<file path="config.mk">
export PLATFORM = sky130hd
export DESIGN_NAME = regfile_ab
export DESIGN_NICKNAME = d
export VERILOG_FILES = /design/src/rtl/regfile_ab.sv
export SDC_FILE = /design/constraint.sdc
export NUM_CORES = 1
export LEC_CHECK = 0
export CORE_AREA = 2 2 123 137
export DETAILED_ROUTE_END_ITERATION = 8
export DIE_AREA = 0 0 125 139
export PLACE_DENSITY = 0.76
export SYNTH_ARGS = -nofsm -noshare
export SYNTH_HDL_FRONTEND = slang
export SYNTH_SLANG_ARGS = --single-unit
</file>
<file path="constraint.sdc">
create_clock -name clk -period 1.55 [get_ports clk]
set_input_delay 0.155 -clock clk [delete_from_list [all_inputs] [get_ports clk]]
set_output_delay 0.155 -clock clk [all_outputs]
set_load 0.05 [all_outputs]
</file>
<file path="src/rtl/regfile_ab.sv">
// Parameterised register file with two registered read operands (A/B),
// write-through bypass, and a sequential clear engine that wipes one register per cycle.
module regfile_ab #(
    parameter int unsigned DATA_W = 16,
    parameter int unsigned ADDR_W = 3
) (
    input  logic              clk,
    input  logic              reset_n,
    input  logic              write,
    input  logic [ADDR_W-1:0] writenum,
    input  logic [DATA_W-1:0] data_in,
    input  logic [ADDR_W-1:0] readnum_a,
    input  logic [ADDR_W-1:0] readnum_b,
    input  logic              loada,
    input  logic              loadb,
    input  logic              clear_req,
    output logic [DATA_W-1:0] A,
    output logic [DATA_W-1:0] B,
    output logic              busy,
    output logic              done
);

    localparam int unsigned N = 1 << ADDR_W;

    typedef enum logic {
        IDLE  = 1'b0,
        CLEAR = 1'b1
    } state_t;

    state_t              state_q, state_d;
    logic [ADDR_W-1:0]   cnt_q, cnt_d;
    logic                done_q, done_d;
    logic [DATA_W-1:0]   a_q, a_d;
    logic [DATA_W-1:0]   b_q, b_d;
    logic [DATA_W-1:0]   regs_q [N];
    logic [DATA_W-1:0]   regs_d [N];

    logic                wr_en;
    logic [DATA_W-1:0]   op_a;
    logic [DATA_W-1:0]   op_b;

    // Writes (and therefore the bypass path) only exist while idle.
    assign wr_en = (state_q == IDLE) && write;

    always_comb begin
        op_a = regs_q[readnum_a];
        op_b = regs_q[readnum_b];
        if (wr_en && (writenum == readnum_a)) begin
            op_a = data_in;
        end
        if (wr_en && (writenum == readnum_b)) begin
            op_b = data_in;
        end
    end

    always_comb begin
        state_d = state_q;
        cnt_d   = cnt_q;
        done_d  = 1'b0;
        regs_d  = regs_q;
        a_d     = loada ? op_a : a_q;
        b_d     = loadb ? op_b : b_q;

        case (state_q)
            IDLE: begin
                if (write) begin
                    regs_d[writenum] = data_in;
                end
                if (clear_req) begin
                    state_d = CLEAR;
                    cnt_d   = '0;
                end
            end
            CLEAR: begin
                regs_d[cnt_q] = '0;
                cnt_d         = cnt_q + 1'b1;
                // Last index: counter wraps to 0 as we return to IDLE.
                if (cnt_q == '1) begin
                    state_d = IDLE;
                    done_d  = 1'b1;
                end
            end
            default: begin
                state_d = IDLE;
            end
        endcase
    end

    always_ff @(posedge clk or negedge reset_n) begin
        if (!reset_n) begin
            state_q <= IDLE;
            cnt_q   <= '0;
            done_q  <= 1'b0;
            a_q     <= '0;
            b_q     <= '0;
            regs_q  <= '{default: '0};
        end else begin
            state_q <= state_d;
            cnt_q   <= cnt_d;
            done_q  <= done_d;
            a_q     <= a_d;
            b_q     <= b_d;
            regs_q  <= regs_d;
        end
    end

    assign A    = a_q;
    assign B    = b_q;
    assign busy = (state_q == CLEAR);
    assign done = done_q;

endmodule
</file>
Yosys cells after proc, flatten, opt, wreduce, memory -nomap -nowiden
Cells that the tools add are included.
{"block": "classes", "addsub": 1, "magnitude_cmp": 6, "n_eq_ne": 5, "muxes": 22, "n_bitwise": 7, "n_reduce_logical": 5}
{"operator": "one-hot mux 128 bit (2 select lines)", "n": 1}
{"operator": "AND 128 bit", "n": 1}
{"operator": "bitwise mux 128 bit", "n": 1}
{"operator": "two-way mux 128 bit", "n": 1}
{"operator": "two-way mux 16 bit", "n": 8}
{"operator": "inverter 128 bit", "n": 1}
{"operator": "binary-select mux 16 bit (select 3 bit)", "n": 2}
{"operator": "demux 16 bit (select 3 bit)", "n": 2}
{"operator": "greater-or-equal comparator 4 bit, second input constant", "n": 4}
{"operator": "inverter 3 -> 4 bit", "n": 4}
{"operator": "less-than comparator 4 x 1 -> 1 bit, second input constant", "n": 2}
{"operator": "== test 3 bit", "n": 2}
{"operator": "one-hot mux 3 bit (2 select lines)", "n": 1}
{"operator": "logical AND 1 bit", "n": 5}
{"operator": "two-way mux 1 bit", "n": 4}
{"operator": "inequality test 2 bit, second input constant", "n": 2}
{"operator": "adder 3 x 1 -> 3 bit, second input constant", "n": 1}
{"operator": "== test 3 bit, second input constant", "n": 1}
{"operator": "two-way mux 3 bit", "n": 1}
{"operator": "one-hot mux 1 bit (2 select lines)", "n": 1}
{"operator": "inverter 1 bit", "n": 1}
{"block": "word_totals", "regBits": 165, "in_bits": 31, "output_inout_bits": 34, "wordCells": 59}

Longest topological paths before layout
Gate-level depths: netlist of the first run.
{"block": "depth", "depth_word": 8, "mapped_depth": 7, "depth_no_buf": 4}

Worst setup path after synthesis of the first run
OpenSTA, ideal clock, no wires.
{"block": "synth_timing", "path_type": "register to register", "startpoint": "register state_q (netlist: busy)", "endpoint": "register regs_q[106] in the netlist's numbering", "setup_ps": 66, "arrival_ps": 1849, "t_required_ps": 1484, "path_slack_ps": -365, "path_stages_with_launch": 6, "path_buffers": 2, "period_less_slack_ps": 1915, "cell_sequence": "dfrtp_1 buf_2 and3b_1 a32oi_1 buf_2 a22o_1"}
{"block": "synth_via", "elab_chain_len": 2, "elab_cells_between_ends": 3, "classes_between": "eq/ne: 1; mux: 1; bitwise: 1"}
{"item": "start, declared", "line_no": "30", "rtl": "state_t state_q, state_d;"}
{"item": "start signal, assigned", "line_no": "98", "rtl": "state_q <= state_d;"}
{"item": "inverter 1 bit"}
{"item": "one-hot mux 128 bit (2 select lines) / inequality test 2 bit (equally long branches)"}
{"item": "end signal, assigned", "line_no": "103", "rtl": "regs_q <= regs_d;"}
{"item": "end, declared", "line_no": "35", "rtl": "logic [DATA_W-1:0] regs_q [N];"}
Parallel ways exist; a longest one is shown, timed or not.
A chain may end at the register's enable or synchronous reset.

Worst setup path after layout of the first run
{"block": "layout_timing", "startpoint": "register regs_q[118] in the netlist's numbering", "endpoint": "register a_q[6] (netlist: A[6])"}
{"block": "layout_via", "elab_chain_len": 4}
{"item": "binary-select mux 16 bit (select 3 bit)", "line_no": "46", "rtl": "op_a = regs_q[readnum_a];"}
{"item": "two-way mux 16 bit (implied by the code) (2 in a row)", "line_no": "46"}
{"item": "two-way mux 16 bit", "line_no": "48", "rtl": "if (wr_en && (writenum == readnum_a)) begin"}
{"item": "end signal, assigned", "line_no": "94", "rtl": "a_q <= '0;"}
{"item": "end signal, assigned", "line_no": "101", "rtl": "a_q <= a_d;"}
{"item": "end, declared", "line_no": "33", "rtl": "logic [DATA_W-1:0] a_q, a_d;"}
No other way between the ends. The select of a mux whose other input is x is not followed.

==> flow_summary_export.csv, run 1 <==
group,metric,value,unit
outcome,status,"complete, but fails checks",
outcome,violations,"negative setup slack",
drt,vias,6745,
sta,finalClockSkew,0.00789,ns
pwr,combPwrFrac,0.366,
finish,finalNonFillerCells,957,
placed_design,numPortBuffers,64,
finish,final_nets,773,
clock_network,path_clk_slew,0.06,ns
pwr,powerDensity,1530,nW/um^2
grt,grt-ovfl-total,0,
grt,first_global_vias,7205,
setup_path,cp-start-kind,"register",
drt,drtAntennaViolNets,0,
sta,tns,-0.202,ns
finish,final_cell_mix,"dfrtp_1, a22o_1, buf_4, mux4_2",
sta,tightest_slew,0.440,ns
setup_path,r2r_end,"A[6]",
setup_path,cp-startpoint,"regs_q[118]",
finish,drive_above_1_share,0.389,
placed_design,dp.cells,904,
sta,clock.fmax,0.630,GHz
setup_path,r2r_cells,3,
floorplan,fp.coreArea,16100,sq um
sta,layout_setup_ws,-0.0373,ns
synthesis,syn_avg_cell_area,14.1,sq um
grt,grt_pass1_wl,41700,microns
setup_path,path_max_fanout,3,
finish,n_fill_cell,1063,
clock_network,clkSinkCount,165,
drt,drc_errors,0,
clock_network,htree_levels,4,
finish,syn_to_final_growth,30.3,%
placed_design,pre_cts_ws,-0.522,ns
floorplan,io_pins,65,
clock_network,insertion_delay,0.44,ns
pwr,power.switching,5.81,mW
finish,num_antenna_cells,0,
synthesis,synth_top_flop_cell,"dfrtp_1",
sta,slew_headroom,0.707,
floorplan,die_w,125,microns
placed_design,dp_hpwl,16600,microns
setup_path,end_kind,"register",
pwr,p_seq_frac,0.377,
synthesis,async_reset_ff_frac,1.00,
sta,finalHoldViolCount,0,
synthesis,synth_edf_count,0,
finish,fin_area,10900,sq um
grt,antenna_found_initial,0,
drt,dr.first_iter.drc_count,878,
pwr,p_leak,5.12,nW
sta,rsz0062_at_grt,"true",
hold_path,hp-class,"input port to async pin",
grt,grt_usage,0.318,
grt,grt_max_degree,44,
floorplan,rows,49,
placed_design,place_congestion,0.885,
clock_network,cts_tree,"built",
setup_path,cp.required,1.87,ns
sta,slew_violations,0,
clock_network,clock_path_buffers,2,
synthesis,ys_ff_latch,165,
floorplan,die_h,139,microns
pwr,p_int,10.9,mW
synthesis,yosysUniqueCellTypes,39,
setup_path,reg2reg_slack,-0.04,ns
floorplan,fp.dieArea,17400,sq um
pwr,switching_share,0.347,
synthesis,syn-num-nets,628,
drt,routed_wl,27000,microns
clock_network,cts_buffers,17,
finish,layout_commonest_cell,"dfrtp_1",
setup_path,crit_type,"register to register",
synthesis,ys_seq_area_frac,0.492,
pwr,ir_worst_vdd,1.20,mV
synthesis,yosys_warnings,0,
drt,drt_first_pass_iters,6,
sta,fin_hold_ws,0.191,ns
pwr,p_clk_frac,0.258,
setup_path,arrival,1.91,ns
run,maxCapViolCount,0,
placed_design,postPlaceCellArea,10100,sq um
drt,drt-wirelength-per-cell,28.2,microns
sta,setup_violations,11,
clock_network,clockRootBuffer,"clkbuf_16",
setup_path,r2r-start,"regs_q[118]",
drt,routed_via_density,7.05,
sta,finalCriticalPeriod,1.59,ns
floorplan,start_util,0.522,
sta,period_share,1.02,
synthesis,netlist_area,8390,sq um
synthesis,synth_cells,595,
state kept, by name (all words and copies together) (netlist names):
| name | flops |
|---|---|
| regs_q | 128 |
| A | 16 |
| B | 16 |
| cnt_q | 3 |
| busy | 1 |
| done | 1 |
routing by layer:
layer	GRT usage	share of wire
met5	0	0
met3	0.0945	0.11
met4	0.180	0.044
met1	0.386	0.36
met2	0.509	0.49
worst max-delay path: stages, from the launching register on:
cell	delay (ns)
dfrtp_1	0.41
mux4_2	0.48
mux2_2	0.29
a221o_1	0.30
cells by family after synthesis:
kind of cell             count (synthesis)  synth area share
AND/OR/NAND/NOR                         70            0.0501
multiplexers                            97             0.219
flip-flops                             165             0.492
XOR/XNOR                                 6           0.00626
AO/OA/AOI/OAI                          172             0.177
buffers and inverters                   83            0.0523
adder cells (fa/ha/maj)                  2           0.00298
through the flow:
stage	total power, mW	utilization
floorplan	9.65	-
global placement	11.6	0.626
detailed placement	11.9	0.626
CTS	16.5	0.673
global route	17.3	0.680
finish	16.7	0.680
final cells by class:
cell class                      instances  area, sq um  area share
Sequential cell                       165         4130       0.378
Multi-Input combinational cell        347         3980       0.364
Timing Repair Buffer                  191         1890       0.173
Clock buffer                           24          522      0.0477
Tap cell                              204          255      0.0234
Clock inverter                          8         88.8     0.00813
Inverter                               18         67.6     0.00618
how the worst max path moves through the flow:
stage / endpoint / cells past startpoint / slack, ns
final: A[6] / 3 / -0.04
after detailed placement: A[6] / 5 / -0.52
after global placement: A[6] / 5 / -0.47
after global routing: A[14] / 3 / -0.07
after floorplan: regs_q[14] / 5 / -0.05
after CTS: A[6] / 3 / -0.02
synthesized netlist by cell type, drive strengths merged, types with 4 or more instances:
cell,number,share of area
buf,51,0.037
mux2i,22,0.026
nor2,32,0.015
dfrtp,165,0.49
mux4,64,0.18
nand2b,4,0.0030
inv,18,0.0081
mux2,11,0.015
nor2b,13,0.0097
a21oi,6,0.0036
a221o,10,0.012
a221oi,22,0.023
a22o,128,0.13
clkbuf,14,0.0070
xnor2,6,0.0063
what timing repair did:
action,in CTS,in global routing
setup buffers,11,8
pin swaps,4,6
gates resized for setup,12,11
gates cloned,1,0
endpoints found under the setup margin,84,79
hold buffers,1,0
hold endpoints to repair,40,0
power groups by stage:
| stage | sequential (mW) | clock [mW] | combinational [mW] |
|---|---|---|---|
| after floorplan | 6.71 | 0 | 2.94 |
| after global placement | 6.18 | 0 | 5.46 |
| after detailed placement | 6.27 | 0 | 5.65 |
| after CTS | 6.23 | 4.31 | 5.92 |
| after global routing | 6.39 | 4.51 | 6.40 |
| final | 6.31 | 4.31 | 6.12 |
Power figures use the tool's default switching activity.
==> inputs of run 2 (changes only) <==
CORE_AREA = 2 2 142 157   (was 2 2 123 137)
DIE_AREA = 0 0 144 159   (was 0 0 125 139)
PLACE_DENSITY = not set   (was 0.76)
clock period = 1.6 ns   (was 1.55 ns; I/O delays follow)
==> run 2 against run 1 <==
Effect of this change:
- global-route usage shrank 7.7 points
- die area grew 32%
- register-to-register slack gained 0.05 ns
- clock power shrank 5.6%
- utilization shrank 18 points
- the run now ends clean
- highest routed layer unchanged
- combinational power shrank 12%
- sequential power shrank 3.5%
- largest power group unchanged
- clock-buffer cell count is the same
- setup slack gained 0.050 ns
- hold slack gained 0.028 ns
==> flow_summary_export.csv, run 2 (synthesis gave the netlist of run 1 again) <==
group,metric,value,unit
drt,drt_first_pass_iters,5,
setup_path,path_max_fanout,2,
hold_path,hp-class,"input port to async pin",
sta,finalCriticalPeriod,1.59,ns
setup_path,path_depth,3,
setup_path,r2r_cells,3,
clock_network,clockRootBuffer,"clkbuf_16",
sta,layout_setup_ws,0.0125,ns
drt,drc_errors,0,
finish,final_cell_mix,"dfrtp_1, a22o_1, buf_4, mux4_2",
finish,final_nets,732,
drt,routed_via_density,6.33,
pwr,power.switching,5.29,mW
drt,drtAntennaViolNets,0,
finish,drive_above_1_share,0.337,
grt,grt_pass1_wl,40900,microns
grt,grt_max_degree,62,
clock_network,cts_tree,"built",
setup_path,arrival,1.90,ns
sta,period_share,0.992,
clock_network,clock_path_buffers,2,
floorplan,start_util,0.395,
pwr,power.total,15.5,mW
clock_network,cts_buffers,17,
drt,routed_wl,26500,microns
sta,slew_headroom,0.691,
setup_path,cp.required,1.91,ns
setup_path,critPathSlowestCell,"mux4_2",
setup_path,cp_top_family,"multiplexers",
grt,grt-ovfl-total,0,
floorplan,rows,56,
pwr,p_seq_frac,0.392,
clock_network,clkSinkCount,165,
sta,tns,0,ns
clock_network,path_clk_slew,0.06,ns
pwr,powerDensity,1470,nW/um^2
setup_path,crit_chain,"mux4_2, mux2_4, a221o_1",
finish,finalNonFillerCells,1002,
floorplan,io_pins,65,
run,maxCapViolCount,0,
pwr,switching_share,0.341,
placed_design,place_congestion,0.843,
sta,fin_hold_ws,0.219,ns
placed_design,postPlaceCellArea,9950,sq um
floorplan,fp.coreArea,21200,sq um
pwr,ir_worst_vdd,0.911,mV
finish,largest_reg_flops,128,
grt,antenna_found_initial,0,
finish,layout_commonest_cell,"dfrtp_1",
pwr,p_leak,4.86,nW
floorplan,die_h,159,microns
setup_path,crit_buf_inv,0,
placed_design,numPortBuffers,64,
pwr,combPwrFrac,0.346,
grt,grt_usage,0.240,
setup_path,cp-start-kind,"register",
drt,vias,6347,
outcome,status,"finished, final reports clean",
placed_design,pre_cts_ws,-0.308,ns
sta,finalClockSkew,0.00851,ns
clock_network,insertion_delay,0.43,ns
finish,fin_area,10600,sq um
sta,setup_violations,0,
pwr,p_clk_frac,0.262,
placed_design,dp.cells,965,
floorplan,fp.dieArea,22900,sq um
drt,drt-wirelength-per-cell,26.4,microns
sta,rsz0062_at_grt,"true",
finish,top_register,"regs_q",
finish,utilization,0.498,
setup_path,crit_type,"register to register",
sta,clock.fmax,0.630,GHz
clock_network,htree_levels,4,
floorplan,die_w,144,microns
setup_path,end_kind,"register",
sta,finalHoldViolCount,0,
finish,num_antenna_cells,0,
setup_path,critPathMaxStageDelay,0.48,ns
sta,slew_violations,0,
pwr,p_int,10.2,mW
grt,first_global_vias,6795,
sta,tightest_slew,0.462,ns
placed_design,dp_hpwl,16300,microns
finish,n_fill_cell,1796,
drt,dr.first_iter.drc_count,570,
finish,syn_to_final_growth,25.9,%
-- run 2: path summary, 6_finish.rpt --
path / start / to / slack (ns)
setup reg to reg: regs_q[14] / A[14] / 0.01
max in group asynchronous: reset_n / regs_q[115] / 0.67
setup / recovery: regs_q[14] / A[14] / 0.01
min in group clk: data_in[9] / A[9] / 0.35
hold / removal: reset_n / A[7] / 0.22
hold reg to reg: regs_q[1] / regs_q[1] / 0.51
-- run 2: final cells by class --
class,instances,area [sq um],share of cell area
clock inverter,8,97.6,0.00924
timing repair buffer,150,1550,0.147
inverter,18,67.6,0.00640
clock buffer,24,482,0.0456
multi-input combinational,347,3870,0.367
sequential,165,4130,0.391
tap,290,363,0.0344
-- run 2: repair_timing --
action	CTS	global route
setup endpoints to repair	2	52
hold buffers	1	0
setup buffers	2	2
resized for setup	2	7
pin swaps	0	5
hold endpoints to repair	39	0
-- run 2: routing by layer --
layer  global-route usage  vias up  wire [microns]
li1                     -     2586               -
met1                0.322     3355           10700
met2                0.381      333           12800
met3               0.0484       73            1930
met4                0.104        0            1000
met5                    0        -               0
-- run 2: power groups by stage --
stage / sequential, mW / clock [mW] / combinational [mW]
floorplan: 6.50 / 0 / 2.69
global route: 6.20 / 4.34 / 5.64
finish: 6.09 / 4.07 / 5.37
global placement: 6.01 / 0 / 5.18
detailed placement: 6.10 / 0 / 5.29
CTS: 6.05 / 4.13 / 5.34
